==> config.mk <==
export PLATFORM = sky130hd
export DESIGN_NAME = w5500_tx_ctrl
export DESIGN_NICKNAME = d
export VERILOG_FILES = /design/src/rtl/w5500_pkg.sv /design/src/rtl/w5500_spi_frame.sv /design/src/rtl/w5500_tx_ctrl.sv
export SDC_FILE = /design/constraint.sdc
export NUM_CORES = 1
export LEC_CHECK = 0
export CAP_MARGIN = 20
export CELL_PAD_IN_SITES_DETAIL_PLACEMENT = 1
export CELL_PAD_IN_SITES_GLOBAL_PLACEMENT = 1
export CORE_UTILIZATION = 42
export CTS_CLUSTER_SIZE = 30
export DETAILED_ROUTE_END_ITERATION = 10
export PLACE_DENSITY_LB_ADDON = 0.1
export SLEW_MARGIN = 20
export SYNTH_ARGS = -nofsm -noshare
export SYNTH_HDL_FRONTEND = slang
export SYNTH_SLANG_ARGS = --single-unit
export TNS_END_PERCENT = 100
==> constraint.sdc <==
create_clock -name clk -period 2.32 [get_ports clk]
set_input_delay 0.464 -clock clk [delete_from_list [all_inputs] [get_ports clk]]
set_output_delay 0.464 -clock clk [all_outputs]
set_load 0.01 [all_outputs]
==> src/rtl/w5500_pkg.sv <==
// Shared definitions for the W5500 socket transmit path: register map,
// command/status codes, control-byte helpers and state encodings.
package w5500_pkg;

    localparam logic [15:0] SN_CR    = 16'h0001;
    localparam logic [15:0] SN_IR    = 16'h0002;
    localparam logic [15:0] SN_TX_WR = 16'h0024;

    localparam logic [7:0]  CMD_SEND   = 8'h20;
    localparam int          IR_SEND_OK = 4;
    localparam int          IR_TIMEOUT = 3;

    localparam logic [1:0]  SEL_SOCK_REG = 2'd1;
    localparam logic [1:0]  SEL_TX_BUF   = 2'd2;
    localparam logic        RWB_READ     = 1'b0;
    localparam logic        RWB_WRITE    = 1'b1;

    typedef enum logic [2:0] {
        ST_IDLE, ST_RD_PTR, ST_WR_DATA, ST_WR_PTR,
        ST_WR_CMD, ST_POLL, ST_CLR_IR, ST_DONE
    } tx_state_t;

    typedef enum logic [2:0] {
        FR_IDLE, FR_SETUP, FR_BYTE, FR_WAIT, FR_GAP
    } frame_state_t;

    // Block select = sock*4 + sel.
    function automatic logic [4:0] bsb(input logic [2:0] sock, input logic [1:0] sel);
        return {sock, sel};
    endfunction

    function automatic logic [7:0] ctrl_byte(input logic [4:0] blk, input logic rwb);
        return {blk, rwb, 2'b00};
    endfunction

endpackage

==> src/rtl/w5500_spi_frame.sv <==
// One W5500 SPI frame: chip select, 3 header bytes, nbytes data bytes pulled
// on demand from the owner, then a minimum CS-high gap before the next frame.
module w5500_spi_frame
    import w5500_pkg::*;
#(
    parameter int CS_GAP = 4
) (
    input  logic        clk,
    input  logic        rst_n,
    input  logic        start,
    input  logic [15:0] addr,
    input  logic [7:0]  ctrl,
    input  logic [15:0] nbytes,
    output logic        ready,
    output logic        done,
    output logic        data_req,
    input  logic        data_vld,
    input  logic [7:0]  data_byte,
    output logic [15:0] data_idx,
    output logic        rx_vld,
    output logic [7:0]  rx_byte,
    output logic [15:0] rx_idx,
    output logic        spi_cs_n,
    output logic        spi_vld,
    output logic [7:0]  spi_byte,
    input  logic        spi_done,
    input  logic [7:0]  spi_rx
);

    frame_state_t st_reg, st_next;
    logic [15:0]  addr_reg, nb_reg, dcnt_reg, gap_reg;
    logic [7:0]   ctrl_reg, byte_reg;
    logic [1:0]   hcnt_reg;
    logic         cs_n_reg, vld_reg, done_reg;
    logic         byte_done, last_byte;

    // hcnt: 0..2 = header byte on the wire, 3 = data phase
    assign byte_done = (st_reg == FR_BYTE) && spi_done;
    assign last_byte = (hcnt_reg == 2'd2 && nb_reg == 16'd0) ||
                       (hcnt_reg == 2'd3 && dcnt_reg == nb_reg);

    assign ready    = (st_reg == FR_IDLE);
    assign done     = done_reg;
    assign data_req = byte_done && !last_byte && hcnt_reg[1];
    assign data_idx = dcnt_reg;
    assign rx_vld   = byte_done && (hcnt_reg == 2'd3);
    assign rx_byte  = spi_rx;
    assign rx_idx   = dcnt_reg - 16'd1;
    assign spi_cs_n = cs_n_reg;
    assign spi_vld  = vld_reg;
    assign spi_byte = byte_reg;

    always_comb begin
        st_next = st_reg;
        case (st_reg)
            FR_IDLE:  if (start) st_next = FR_SETUP;
            FR_SETUP: st_next = FR_BYTE;
            FR_BYTE: begin
                if (byte_done) begin
                    if (last_byte)        st_next = FR_GAP;
                    else if (hcnt_reg[1]) st_next = FR_WAIT;
                end
            end
            FR_WAIT:  if (data_vld) st_next = FR_BYTE;
            FR_GAP:   if (gap_reg == 16'(CS_GAP - 1)) st_next = FR_IDLE;
            default:  st_next = FR_IDLE;
        endcase
    end

    always_ff @(posedge clk or negedge rst_n) begin
        if (!rst_n) st_reg <= FR_IDLE;
        else        st_reg <= st_next;
    end

    always_ff @(posedge clk or negedge rst_n) begin
        if (!rst_n) begin
            addr_reg <= 16'd0;
            nb_reg   <= 16'd0;
            dcnt_reg <= 16'd0;
            gap_reg  <= 16'd0;
            ctrl_reg <= 8'd0;
            byte_reg <= 8'd0;
            hcnt_reg <= 2'd0;
            cs_n_reg <= 1'b1;
            vld_reg  <= 1'b0;
            done_reg <= 1'b0;
        end else begin
            done_reg <= 1'b0;
            case (st_reg)
                FR_IDLE: begin
                    if (start) begin
                        addr_reg <= addr;
                        ctrl_reg <= ctrl;
                        nb_reg   <= nbytes;
                        cs_n_reg <= 1'b0;
                    end
                end
                FR_SETUP: begin
                    vld_reg  <= 1'b1;
                    byte_reg <= addr_reg[15:8];
                    hcnt_reg <= 2'd0;
                    dcnt_reg <= 16'd0;
                end
                FR_BYTE: begin
                    if (byte_done) begin
                        if (last_byte) begin
                            vld_reg  <= 1'b0;
                            cs_n_reg <= 1'b1;
                            done_reg <= 1'b1;
                            gap_reg  <= 16'd0;
                        end else if (hcnt_reg == 2'd0) begin
                            byte_reg <= addr_reg[7:0];
                            hcnt_reg <= 2'd1;
                        end else if (hcnt_reg == 2'd1) begin
                            byte_reg <= ctrl_reg;
                            hcnt_reg <= 2'd2;
                        end else begin
                            vld_reg  <= 1'b0;
                            hcnt_reg <= 2'd3;
                        end
                    end
                end
                FR_WAIT: begin
                    if (data_vld) begin
                        byte_reg <= data_byte;
                        vld_reg  <= 1'b1;
                        dcnt_reg <= dcnt_reg + 16'd1;
                    end
                end
                FR_GAP:  gap_reg <= gap_reg + 16'd1;
                default: ;
            endcase
        end
    end

endmodule

==> src/rtl/w5500_tx_ctrl.sv <==
// Transmit controller: copies a frame from the producer RAM into a W5500
// socket TX buffer, advances Sn_TX_WR, issues SEND and polls for completion.
module w5500_tx_ctrl
    import w5500_pkg::*;
#(
    parameter int SOCK     = 0,
    parameter int CS_GAP   = 4,
    parameter int POLL_MAX = 1000
) (
    input  logic        clk,
    input  logic        rst_n,
    input  logic        i_dat_tx_req,
    input  logic [15:0] i_dat_len,
    output logic        o_dat_tx_rden,
    input  logic [7:0]  i_dat,
    output logic        o_dat_tx_end,
    output logic        o_spi_cs_n,
    output logic        o_spi_vld,
    output logic [7:0]  o_spi_byte,
    input  logic        i_spi_done,
    input  logic [7:0]  i_spi_rx,
    output logic        o_busy,
    output logic        o_err
);

    localparam logic [4:0] SOCK_BLK = bsb(3'(SOCK), SEL_SOCK_REG);
    localparam logic [4:0] TXB_BLK  = bsb(3'(SOCK), SEL_TX_BUF);

    tx_state_t   state_reg, state_next;
    logic [15:0] len_reg, ptr_reg, poll_cnt_reg;
    logic [7:0]  clr_reg;
    logic        req_d_reg, err_reg, frm_act_reg;
    logic        rden_reg, rd_d_reg, resp_reg;
    logic        ir_ok_reg, ir_to_reg;

    logic        frm_start, frm_ready, frm_done, frm_data_req, frm_data_vld;
    logic        frm_rx_vld;
    logic [15:0] frm_addr, frm_nb, frm_data_idx, frm_rx_idx;
    logic [7:0]  frm_ctrl, frm_data_byte, frm_rx_byte, fill_byte;
    logic [15:0] new_ptr;
    logic        req_rise, poll_last;

    assign req_rise  = i_dat_tx_req && !req_d_reg;
    assign new_ptr   = ptr_reg + len_reg;
    assign poll_last = (poll_cnt_reg == 16'(POLL_MAX - 1));

    // Payload bytes come from the producer RAM; every other data byte is local.
    assign frm_data_vld  = rd_d_reg | resp_reg;
    assign frm_data_byte = (state_reg == ST_WR_DATA) ? i_dat : fill_byte;

    assign o_dat_tx_rden = rden_reg;
    assign o_busy        = (state_reg != ST_IDLE);
    assign o_err         = err_reg;

    always_comb begin
        state_next   = state_reg;
        frm_addr     = SN_TX_WR;
        frm_ctrl     = ctrl_byte(SOCK_BLK, RWB_READ);
        frm_nb       = 16'd1;
        fill_byte    = 8'h00;
        o_dat_tx_end = 1'b0;
        case (state_reg)
            ST_IDLE: begin
                if (req_rise) state_next = (i_dat_len == 16'd0) ? ST_DONE : ST_RD_PTR;
            end
            ST_RD_PTR: begin
                frm_nb = 16'd2;
                if (frm_done) state_next = ST_WR_DATA;
            end
            ST_WR_DATA: begin
                frm_addr = ptr_reg;
                frm_ctrl = ctrl_byte(TXB_BLK, RWB_WRITE);
                frm_nb   = len_reg;
                if (frm_done) state_next = ST_WR_PTR;
            end
            ST_WR_PTR: begin
                frm_ctrl  = ctrl_byte(SOCK_BLK, RWB_WRITE);
                frm_nb    = 16'd2;
                fill_byte = (frm_data_idx == 16'd0) ? new_ptr[15:8] : new_ptr[7:0];
                if (frm_done) state_next = ST_WR_CMD;
            end
            ST_WR_CMD: begin
                frm_addr  = SN_CR;
                frm_ctrl  = ctrl_byte(SOCK_BLK, RWB_WRITE);
                fill_byte = CMD_SEND;
                if (frm_done) state_next = ST_POLL;
            end
            ST_POLL: begin
                frm_addr = SN_IR;
                if (frm_done) begin
                    if (ir_ok_reg || ir_to_reg) state_next = ST_CLR_IR;
                    else if (poll_last)         state_next = ST_DONE;
                end
            end
            ST_CLR_IR: begin
                frm_addr  = SN_IR;
                frm_ctrl  = ctrl_byte(SOCK_BLK, RWB_WRITE);
                fill_byte = clr_reg;
                if (frm_done) state_next = ST_DONE;
            end
            ST_DONE: begin
                o_dat_tx_end = 1'b1;
                state_next   = ST_IDLE;
            end
            default: state_next = ST_IDLE;
        endcase
    end

    // One frame per state visit; a repeated POLL re-arms once the frame has finished.
    assign frm_start = (state_reg != ST_IDLE) && (state_reg != ST_DONE) &&
                       !frm_act_reg && frm_ready;

    always_ff @(posedge clk or negedge rst_n) begin
        if (!rst_n) state_reg <= ST_IDLE;
        else        state_reg <= state_next;
    end

    always_ff @(posedge clk or negedge rst_n) begin
        if (!rst_n) begin
            len_reg      <= 16'd0;
            ptr_reg      <= 16'd0;
            poll_cnt_reg <= 16'd0;
            clr_reg      <= 8'd0;
            req_d_reg    <= 1'b0;
            err_reg      <= 1'b0;
            frm_act_reg  <= 1'b0;
            rden_reg     <= 1'b0;
            rd_d_reg     <= 1'b0;
            resp_reg     <= 1'b0;
            ir_ok_reg    <= 1'b0;
            ir_to_reg    <= 1'b0;
        end else begin
            req_d_reg <= i_dat_tx_req;
            rden_reg  <= frm_data_req && (state_reg == ST_WR_DATA);
            rd_d_reg  <= rden_reg;
            resp_reg  <= frm_data_req && (state_reg != ST_WR_DATA);
            if (frm_start)     frm_act_reg <= 1'b1;
            else if (frm_done) frm_act_reg <= 1'b0;
            case (state_reg)
                ST_IDLE: begin
                    if (req_rise) begin
                        len_reg      <= i_dat_len;
                        err_reg      <= 1'b0;
                        poll_cnt_reg <= 16'd0;
                    end
                end
                ST_RD_PTR: begin
                    if (frm_rx_vld) begin
                        if (frm_rx_idx == 16'd0) ptr_reg[15:8] <= frm_rx_byte;
                        else                     ptr_reg[7:0]  <= frm_rx_byte;
                    end
                end
                ST_POLL: begin
                    if (frm_rx_vld) begin
                        ir_ok_reg <= frm_rx_byte[IR_SEND_OK];
                        ir_to_reg <= frm_rx_byte[IR_TIMEOUT];
                    end
                    if (frm_done) begin
                        if (ir_ok_reg) begin
                            clr_reg <= 8'h10;
                        end else if (ir_to_reg) begin
                            clr_reg <= 8'h08;
                            err_reg <= 1'b1;
                        end else begin
                            poll_cnt_reg <= poll_cnt_reg + 16'd1;
                            if (poll_last) err_reg <= 1'b1;
                        end
                    end
                end
                default: ;
            endcase
        end
    end

    w5500_spi_frame #(.CS_GAP(CS_GAP)) u_frame (
        .clk       (clk),
        .rst_n     (rst_n),
        .start     (frm_start),
        .addr      (frm_addr),
        .ctrl      (frm_ctrl),
        .nbytes    (frm_nb),
        .ready     (frm_ready),
        .done      (frm_done),
        .data_req  (frm_data_req),
        .data_vld  (frm_data_vld),
        .data_byte (frm_data_byte),
        .data_idx  (frm_data_idx),
        .rx_vld    (frm_rx_vld),
        .rx_byte   (frm_rx_byte),
        .rx_idx    (frm_rx_idx),
        .spi_cs_n  (o_spi_cs_n),
        .spi_vld   (o_spi_vld),
        .spi_byte  (o_spi_byte),
        .spi_done  (i_spi_done),
        .spi_rx    (i_spi_rx)
    );

endmodule

==> summary.txt, run 1 <==
Status
  • Status: complete, but fails checks
  • Failing checks: negative setup slack

Yosys
  • Number of synthesized flops with an enable pin: 0
  • Post-synthesis sequential area ratio: 45.1%
  • Area share of the largest cell type after synthesis: 44.8%
  • Cells after Synth: 857
  • Syn avg cell area: ~9.3 um^2
  • Synth cell count leaders: dfrtp_1 (143), nand2_1 (100), nor2_1 (94)
  • Yosys Warn Count: 0
  • Unique masters post-synth: slightly below 70
  • Ys flop type: dfrtp_1
  • Async set-reset flop share out of synthesis: between 90% and 100%
  • Largest cells by area after synthesis: dfrtp_1 (45%), mux2_2 (5.4%), nand2_1 (4.7%), nor2_1 (4.4%), ha_1 (3.8%)
  • Most numerous cell in the Yosys netlist: dfrtp_1
  • Syn nets: 918
  • Area leader, netlist: dfrtp_1
  • Synth Register Bits: between 100 and 150
  • Mapped Area: approximately 8000 um^2

Layout
  • Fill cells: between 2,000 and 2,500
  • Final #Nets: 1,083
  • Diode count: 0
  • Post-route insts no fill: 1,269
  • Final core occ: between 50% and 60%
  • Synth-to-layout area growth: 35.5%
  • Layout cells sized above 1: between 20% and 30%
  • Cell area after layout: 10,800 um^2

CTS
  • CTS buffer count: 17
  • Clk slew on worst S/H paths: about 70 ps
  • Clock sink count: ~140
  • Root buffer selected by CTS: clkbuf_16
  • H-Tree Level Count: 4
  • Worst-Skew Late Latency: 440 ps
  • Clk buf depth: 2
  • CTS tree: done

Place
  • Placed wire-length estimate: slightly below 20 mm
  • RD Place Congestion: between 0.9 and 1
  • Setup slack after placement: -223 ps
  • Dpl cell area: approximately 9600 um^2
  • Placed cells: 1,222
  • # port buffers: 49

Global route
  • Global-route wire length before repair: ~42 mm
  • Grt ovf: 0
  • Largest net degree at the start of global routing: 49
  • Global router's overall resource usage: ~28%
  • Initial antenna violation count: 0
  • Vias in the first global route: 7,737

Timing
  • Slew headroom: between 60 and 70%
  • Fmax: 424 MHz
  • Unrepaired setup endpoints after global routing: yes
  • Setup Skew: 9.20 ps
  • Count of final setup violators: 11
  • Tightest Pin Transition: between 500 and 600 ps
  • Hold Vio Cnt, Final: 0
  • Tcrit/Tclk final: 102%
  • Final WS setup: -39.5 ps
  • Minimum clock period: between 2000 and 2500 ps
  • Final Slew Violations: 0

Power
  • Leakage: approximately 4.9 nW
  • Total chip power: 14.3 mW
  • VDD IR-drop max: about 670 uV
  • Pwr Density: 1320 nW/um^2

Drt
  • Wire length per cell: 21.5 um
  • First-pass DRT Iterations: 5
  • Starting DRT DRC Count: 453
  • Detailed-route wire length: between 20 and 30 mm
  • DRT antenna net count: 0
  • Vias per cell: 5.71
  • Post-route DRC: 0
  • Vias: about 7,200

Critical path
  • FF-to-FF End: u_frame.gap_reg[9]
  • Crit-path max FO: 5
  • Crit path depth: 8
  • WS Path Type: reg -> reg
  • Worst setup path startpoint: u_frame.data_idx[5]
  • Critical R2R Launch: u_frame.data_idx[5]
  • WP buf/inv: 1
  • Critical Path AT: ~2700 ps
  • Slowest CP cell: dfrtp_2
  • Worst path required time: approximately 2700 ps
  • Crit-path max cell delay: about 440 ps
  • Crit-path cells: xnor2_2 -> nand4_1 -> nor4b_2 -> a41oi_2 -> a2bb2oi_4 -> buf_6 -> or4_4 -> a21oi_2
  • Top Family by Delay on Critical Path: simple AND/OR/NAND/NOR gates
  • R2R Setup Slk: -40 ps
  • Reg2Reg Depth: 8
  • Worst setup SP type: flip-flop
  • Capture point of the critical path: u_frame.gap_reg[9]
  • Element type at the critical path end: flip-flop

Floorplanning
  • Die extent in y: approximately 140 um
  • Core Region: around 19,000 um^2
  • Die W: 140 um
  • Die ar.: 19,600 um^2
  • Starting Density: 42.7%
  • Io pins: 50
  • Row Count: 50

Run
  • Max cap viols: 0

Hold path
  • HP Class: reg -> reg
-- repair_timing --
action	in CTS	in global routing
pin swaps	14	44
setup buffers	4	13
cloned	0	1
hold buffers	1	0
hold endpoints to repair	42	0
endpoints found under the setup margin	42	47
gates resized for setup	35	81
-- metal layers --
metal	GRT usage [%]	up-vias	part of all wire (%)
li1	-	3376	-
met5	0	-	0
met1	36.1	3691	45
met2	48.0	129	50
met3	3.86	47	2.8
met4	11.9	0	3.0
-- cell type report --
class / count / area (um^2) / area share (%)
multi-input combinational: 653 / 4700 / 43.5
clock buffer: 20 / 457 / 4.22
tap: 234 / 293 / 2.70
inverter: 25 / 93.8 / 0.867
clock inverter: 12 / 110 / 1.02
sequential: 144 / 3610 / 33.3
timing repair buffer: 181 / 1560 / 14.4
-- layout by cell type (no fill, tap or decap), types with 10 or more instances in the layout --
| cell | instances |
|---|---|
| xor2_1 | 32 |
| nand3_1 | 50 |
| nand4_1 | 19 |
| clkbuf_16 | 17 |
| nor3_1 | 10 |
| nor2_1 | 90 |
| a21oi_1 | 35 |
| o31ai_1 | 10 |
| xnor2_1 | 22 |
| mux2_2 | 29 |
| clkdlybuf4s50_1 | 47 |
| and2_1 | 10 |
| buf_4 | 120 |
| dfrtp_1 | 140 |
| nor4_1 | 10 |
| inv_1 | 23 |
| ha_1 | 18 |
| o21ai_0 | 31 |
| nand2_1 | 100 |
-- where the power goes --
group          internal [mW]  switching, mW  total (mW)
combinational           3.66           4.02        7.68
clock                   1.53           1.16        2.69
sequential              3.20          0.710        3.91
total                   8.38           5.90        14.3
-- per-stage QoR --
stage	TNS (ps)	hold WS (ps)
after global placement	-1880	365
final	-172	372
after CTS	-135	376
after detailed placement	-4130	362
after floorplan	0	168
after global routing	-3310	392
-- cell families (layout without fill, tap and decap cells) --
kind of cell	after synthesis	count (layout)	share of synthesized area [%]
simple gates	367	367	22.5
compound gates	152	153	12.0
flops	144	144	45.1
xor+xnor	61	61	6.78
buf+inv	61	238	3.13
mux	47	47	6.48
fa+ha+maj	25	25	4.01
-- worst register-to-register path, stage by stage, from the launching register on --
cell and delay [ps]:
dfrtp_2 440, xnor2_2 200, nand4_1 130, nor4b_2 310, a41oi_2 270, a2bb2oi_4 250, buf_6 160, or4_4 410
a21oi_2 120
-- how the worst min path moves through the flow --
| stage | from | to | slack (ps) | cells after the start |
|---|---|---|---|---|
| 6_report | o_dat_tx_rden | rd_d_reg | 370 | 0 |
| 2_1_floorplan | rst_n | clr_reg[3] | 170 | 0 |
| 3_3_place_gp | o_dat_tx_rden | rd_d_reg | 360 | 0 |
| 3_5_place_dp | o_dat_tx_rden | rd_d_reg | 360 | 0 |
| 5_1_grt | o_dat_tx_rden | rd_d_reg | 390 | 0 |
| 4_1_cts | o_dat_tx_rden | rd_d_reg | 380 | 0 |
Note: power is estimated with default switching activity, not from simulation.
==> inputs of run 2 (changes only) <==
--- a/config.mk
+++ b/config.mk
@@ -11,6 +11,7 @@
 export CORE_UTILIZATION = 42
 export CTS_CLUSTER_SIZE = 30
 export DETAILED_ROUTE_END_ITERATION = 10
+export GPL_ROUTABILITY_DRIVEN = 0
 export PLACE_DENSITY_LB_ADDON = 0.1
 export SLEW_MARGIN = 20
 export SYNTH_ARGS = -nofsm -noshare
==> run 2 against run 1 <==
Net effect:
- the flow still finishes with violations (negative setup slack)
- clock-buffer cell count is 2 higher
- global-route usage up 0.91 points
- hold slack better by 7.5 ps
- worst setup slack lost 38 ps
- clock skew shrank 2.2 ps
- critical path depth up 1
- die area stayed put
- largest power group unchanged
- combinational power is 2% higher
- first-iteration DRC count is 5.7% higher
- sequential share of layout area decreased by 0.27 points
==> summary.txt, run 2 (synthesis results as in run 1) <==
Status
  • Status: complete, but fails checks
  • Failing checks: negative setup slack

Critical path
  • Slowest CP cell: dfrtp_1
  • WS Path Type: reg -> reg
  • Critical Path AT: 2750 ps (+20 ps)
  • Crit-path cells: ha_4 -> buf_4 -> o211ai_1 -> o21ai_1 -> a221oi_2 -> o21bai_2 -> a2111oi_4 -> o221ai_2 -> a21oi_1
  • Top Family by Delay on Critical Path: compound AO/OA/AOI/OAI gates
  • Worst setup SP type: flip-flop
  • WP buf/inv: 1 (unchanged)
  • Crit-path max FO: 4 (-1)
  • Crit-path max cell delay: 430 ps (about the same)
  • Worst path required time: 2680 ps (about the same)
  • Element type at the critical path end: flip-flop

CTS
  • CTS buffer count: 17 (unchanged)
  • Clock sink count: 144 (unchanged)
  • H-Tree Level Count: 4 (unchanged)
  • Root buffer selected by CTS: clkbuf_16
  • Clk buf depth: 2 (unchanged)
  • Worst-Skew Late Latency: 430 ps (about the same)
  • Clk slew on worst S/H paths: 70 ps (about the same)
  • CTS tree: done

Drt
  • Detailed-route wire length: 27.9 mm (+2.4%)
  • Vias per cell: 5.78 (+1.2%)
  • DRT antenna net count: 0 (unchanged)
  • First-pass DRT Iterations: 7 (+2)
  • Vias: 7,331 (+1.2%)
  • Wire length per cell: 22.0 um (+2.4%)
  • Post-route DRC: 0 (unchanged)
  • Starting DRT DRC Count: 479 (+5.7%)

Layout
  • Layout cells sized above 1: 27.5% (-0.29 points)
  • Area of all sequential standard cells: 3610 um^2 (+0.10%)
  • Cell area after layout: 10,900 um^2 (+0.92%)
  • Synth-to-layout area growth: 36.7%
  • Final #Nets: 1,083 (unchanged)
  • Commonest non-fill, non-tap cell in the layout: dfrtp_1
  • Fill cells: 2,063 (-0.39%)
  • Multi-input gate area: 4700 um^2 (about the same)
  • Commonest non-fill, non-tap cells in the layout: dfrtp_1 (137), buf_4 (114), nand2_1 (99), nor2_1 (91), nand3_1 (49)
  • Diode count: 0 (unchanged)

Timing
  • Unrepaired setup endpoints after global routing: yes
  • Fmax: 417 MHz (-1.6%)
  • Setup Skew: 6.97 ps (-2.22 ps)
  • Count of final setup violators: 6 (-5)
  • Minimum clock period: 2400 ps (+37.9 ps)
  • Hold Vio Cnt, Final: 0 (unchanged)
  • Tcrit/Tclk final: 103% (+1.6 points)
  • Slew headroom: 54.0% (-10 points)
  • Final Slew Violations: 0 (unchanged)
  • Final WS setup: -77.5 ps (-37.9 ps)
  • Tightest Pin Transition: 688 ps (+150 ps)

Floorplanning
  • Row Count: 50 (unchanged)
  • Core Region: 18,700 um^2 (unchanged)
  • Die extent in y: 140 um (unchanged)
  • Io pins: 50 (unchanged)
  • Starting Density: 42.7% (unchanged)
  • Die ar.: 19,600 um^2 (unchanged)
  • Die W: 140 um (unchanged)

Global route
  • Largest net degree at the start of global routing: 49 (unchanged)
  • Global-route wire length before repair: 43.4 mm (+3.0%)
  • Vias in the first global route: 7,909 (+2.2%)
  • Initial antenna violation count: 0 (unchanged)
  • Grt ovf: 0 (unchanged)
  • Global router's overall resource usage: 29.1% (+0.91 points)

Power
  • Clock network power share: 20.3% (+1.4 points)
  • Net Sw Frac: 40.4% (-0.94 points)
  • Combinational fraction of design power: 53.2% (-0.6 points)
  • P_sw: 5.92 mW (+0.39%)
  • Pwr Density: 1340 nW/um^2 (+1.8%)
  • VDD IR-drop max: 724 uV (+7.8%)
  • Cell-internal power: 8.75 mW (+4.4%)
  • Reg power frac: 26.5% (-0.8 points)
  • Leakage: 4.97 nW (+0.91%)

Place
  • Dpl cell area: 9590 um^2 (about the same)
  • # port buffers: 49 (unchanged)
  • Placed wire-length estimate: 19.5 mm (+0.49%)
  • Setup slack after placement: -229 ps (-5.96 ps)

Hold path
  • HP Class: reg -> reg

Run
  • Max cap viols: 0 (unchanged)
==> run 2: cell count changes in the layout (fill, tap and decap cells not counted), moves of 4 or more <==
cell | before | now
buf_4 | 120 | 114
buf_6 | 8 | 13
clkinvlp_4 | 7 | 2
xnor2_1 | 22 | 18
==> run 2: stage by stage <==
step	setup TNS (ps)	util, %	power (mW)	cells	hold slack [ps]
after global placement	-1720	51.2	9.74	1221	367
after detailed placement	-3580	51.2	10.0	1221	364
after floorplan	0	-	7.10	857	168
final	-268	58.4	14.7	1269	379
after global routing	-1480	58.4	15.4	1269	411
after CTS	-22.1	56.1	13.7	1260	385
==> run 2: cell type report <==
| class | instances | area share [%] |
|---|---|---|
| Multi-Input combinational cell | 653 | 43.0 |
| Sequential cell | 144 | 33.1 |
| Timing Repair Buffer | 181 | 14.6 |
| Clock buffer | 22 | 4.43 |
| Tap cell | 234 | 2.68 |
| Clock inverter | 10 | 1.36 |
| Inverter | 25 | 0.859 |
==> run 2: path summary, 6_finish.rpt <==
check                         startpoint                    to  slack [ps]  depth (start not counted)
setup / recovery              len_reg[4]   u_frame.spi_byte[5]         -80                          9
hold / removal             o_dat_tx_rden              rd_d_reg         380                          0
setup reg to reg              len_reg[4]   u_frame.spi_byte[5]         -80                          9
hold reg to reg            o_dat_tx_rden              rd_d_reg         380                          0
max in group asynchronous          rst_n      u_frame.spi_cs_n        1130                          3
min in group asynchronous          rst_n  u_frame.data_idx[12]         550                          2
==> run 2: power by group through the flow <==
stage / Sequential [mW] / Combinational (mW) / Clock, mW
floorplan: 3.70 / 3.40 / 0
detailed placement: 3.85 / 6.15 / 0
finish: 3.89 / 7.80 / 2.98
global route: 3.96 / 8.35 / 3.12
CTS: 3.85 / 6.85 / 3.01
global placement: 3.83 / 5.91 / 0
==> run 2: layer usage <==
layer | routed length [um] | global-route usage [%]
met4 | 583 | 10.8
met2 | 14200 | 49.7
met1 | 11900 | 36.6
met5 | 0 | 0
met3 | 1180 | 5.74
==> run 2: worst register-to-register path: stages (launching register included) <==
cell	delay [ps]
dfrtp_1	430
ha_4	280
buf_4	150
o211ai_1	140
o21ai_1	150
a221oi_2	340
o21bai_2	150
a2111oi_4	400
o221ai_2	150
a21oi_1	140
==> run 2: timing repair <==
item | in CTS | in global routing
cloned | 1 | 0
hold buffers | 1 | 0
setup endpoints to repair | 38 | 43
hold endpoints to repair | 28 | 0
pin swaps | 19 | 39
gates resized for setup | 41 | 79
setup buffers | 5 | 12
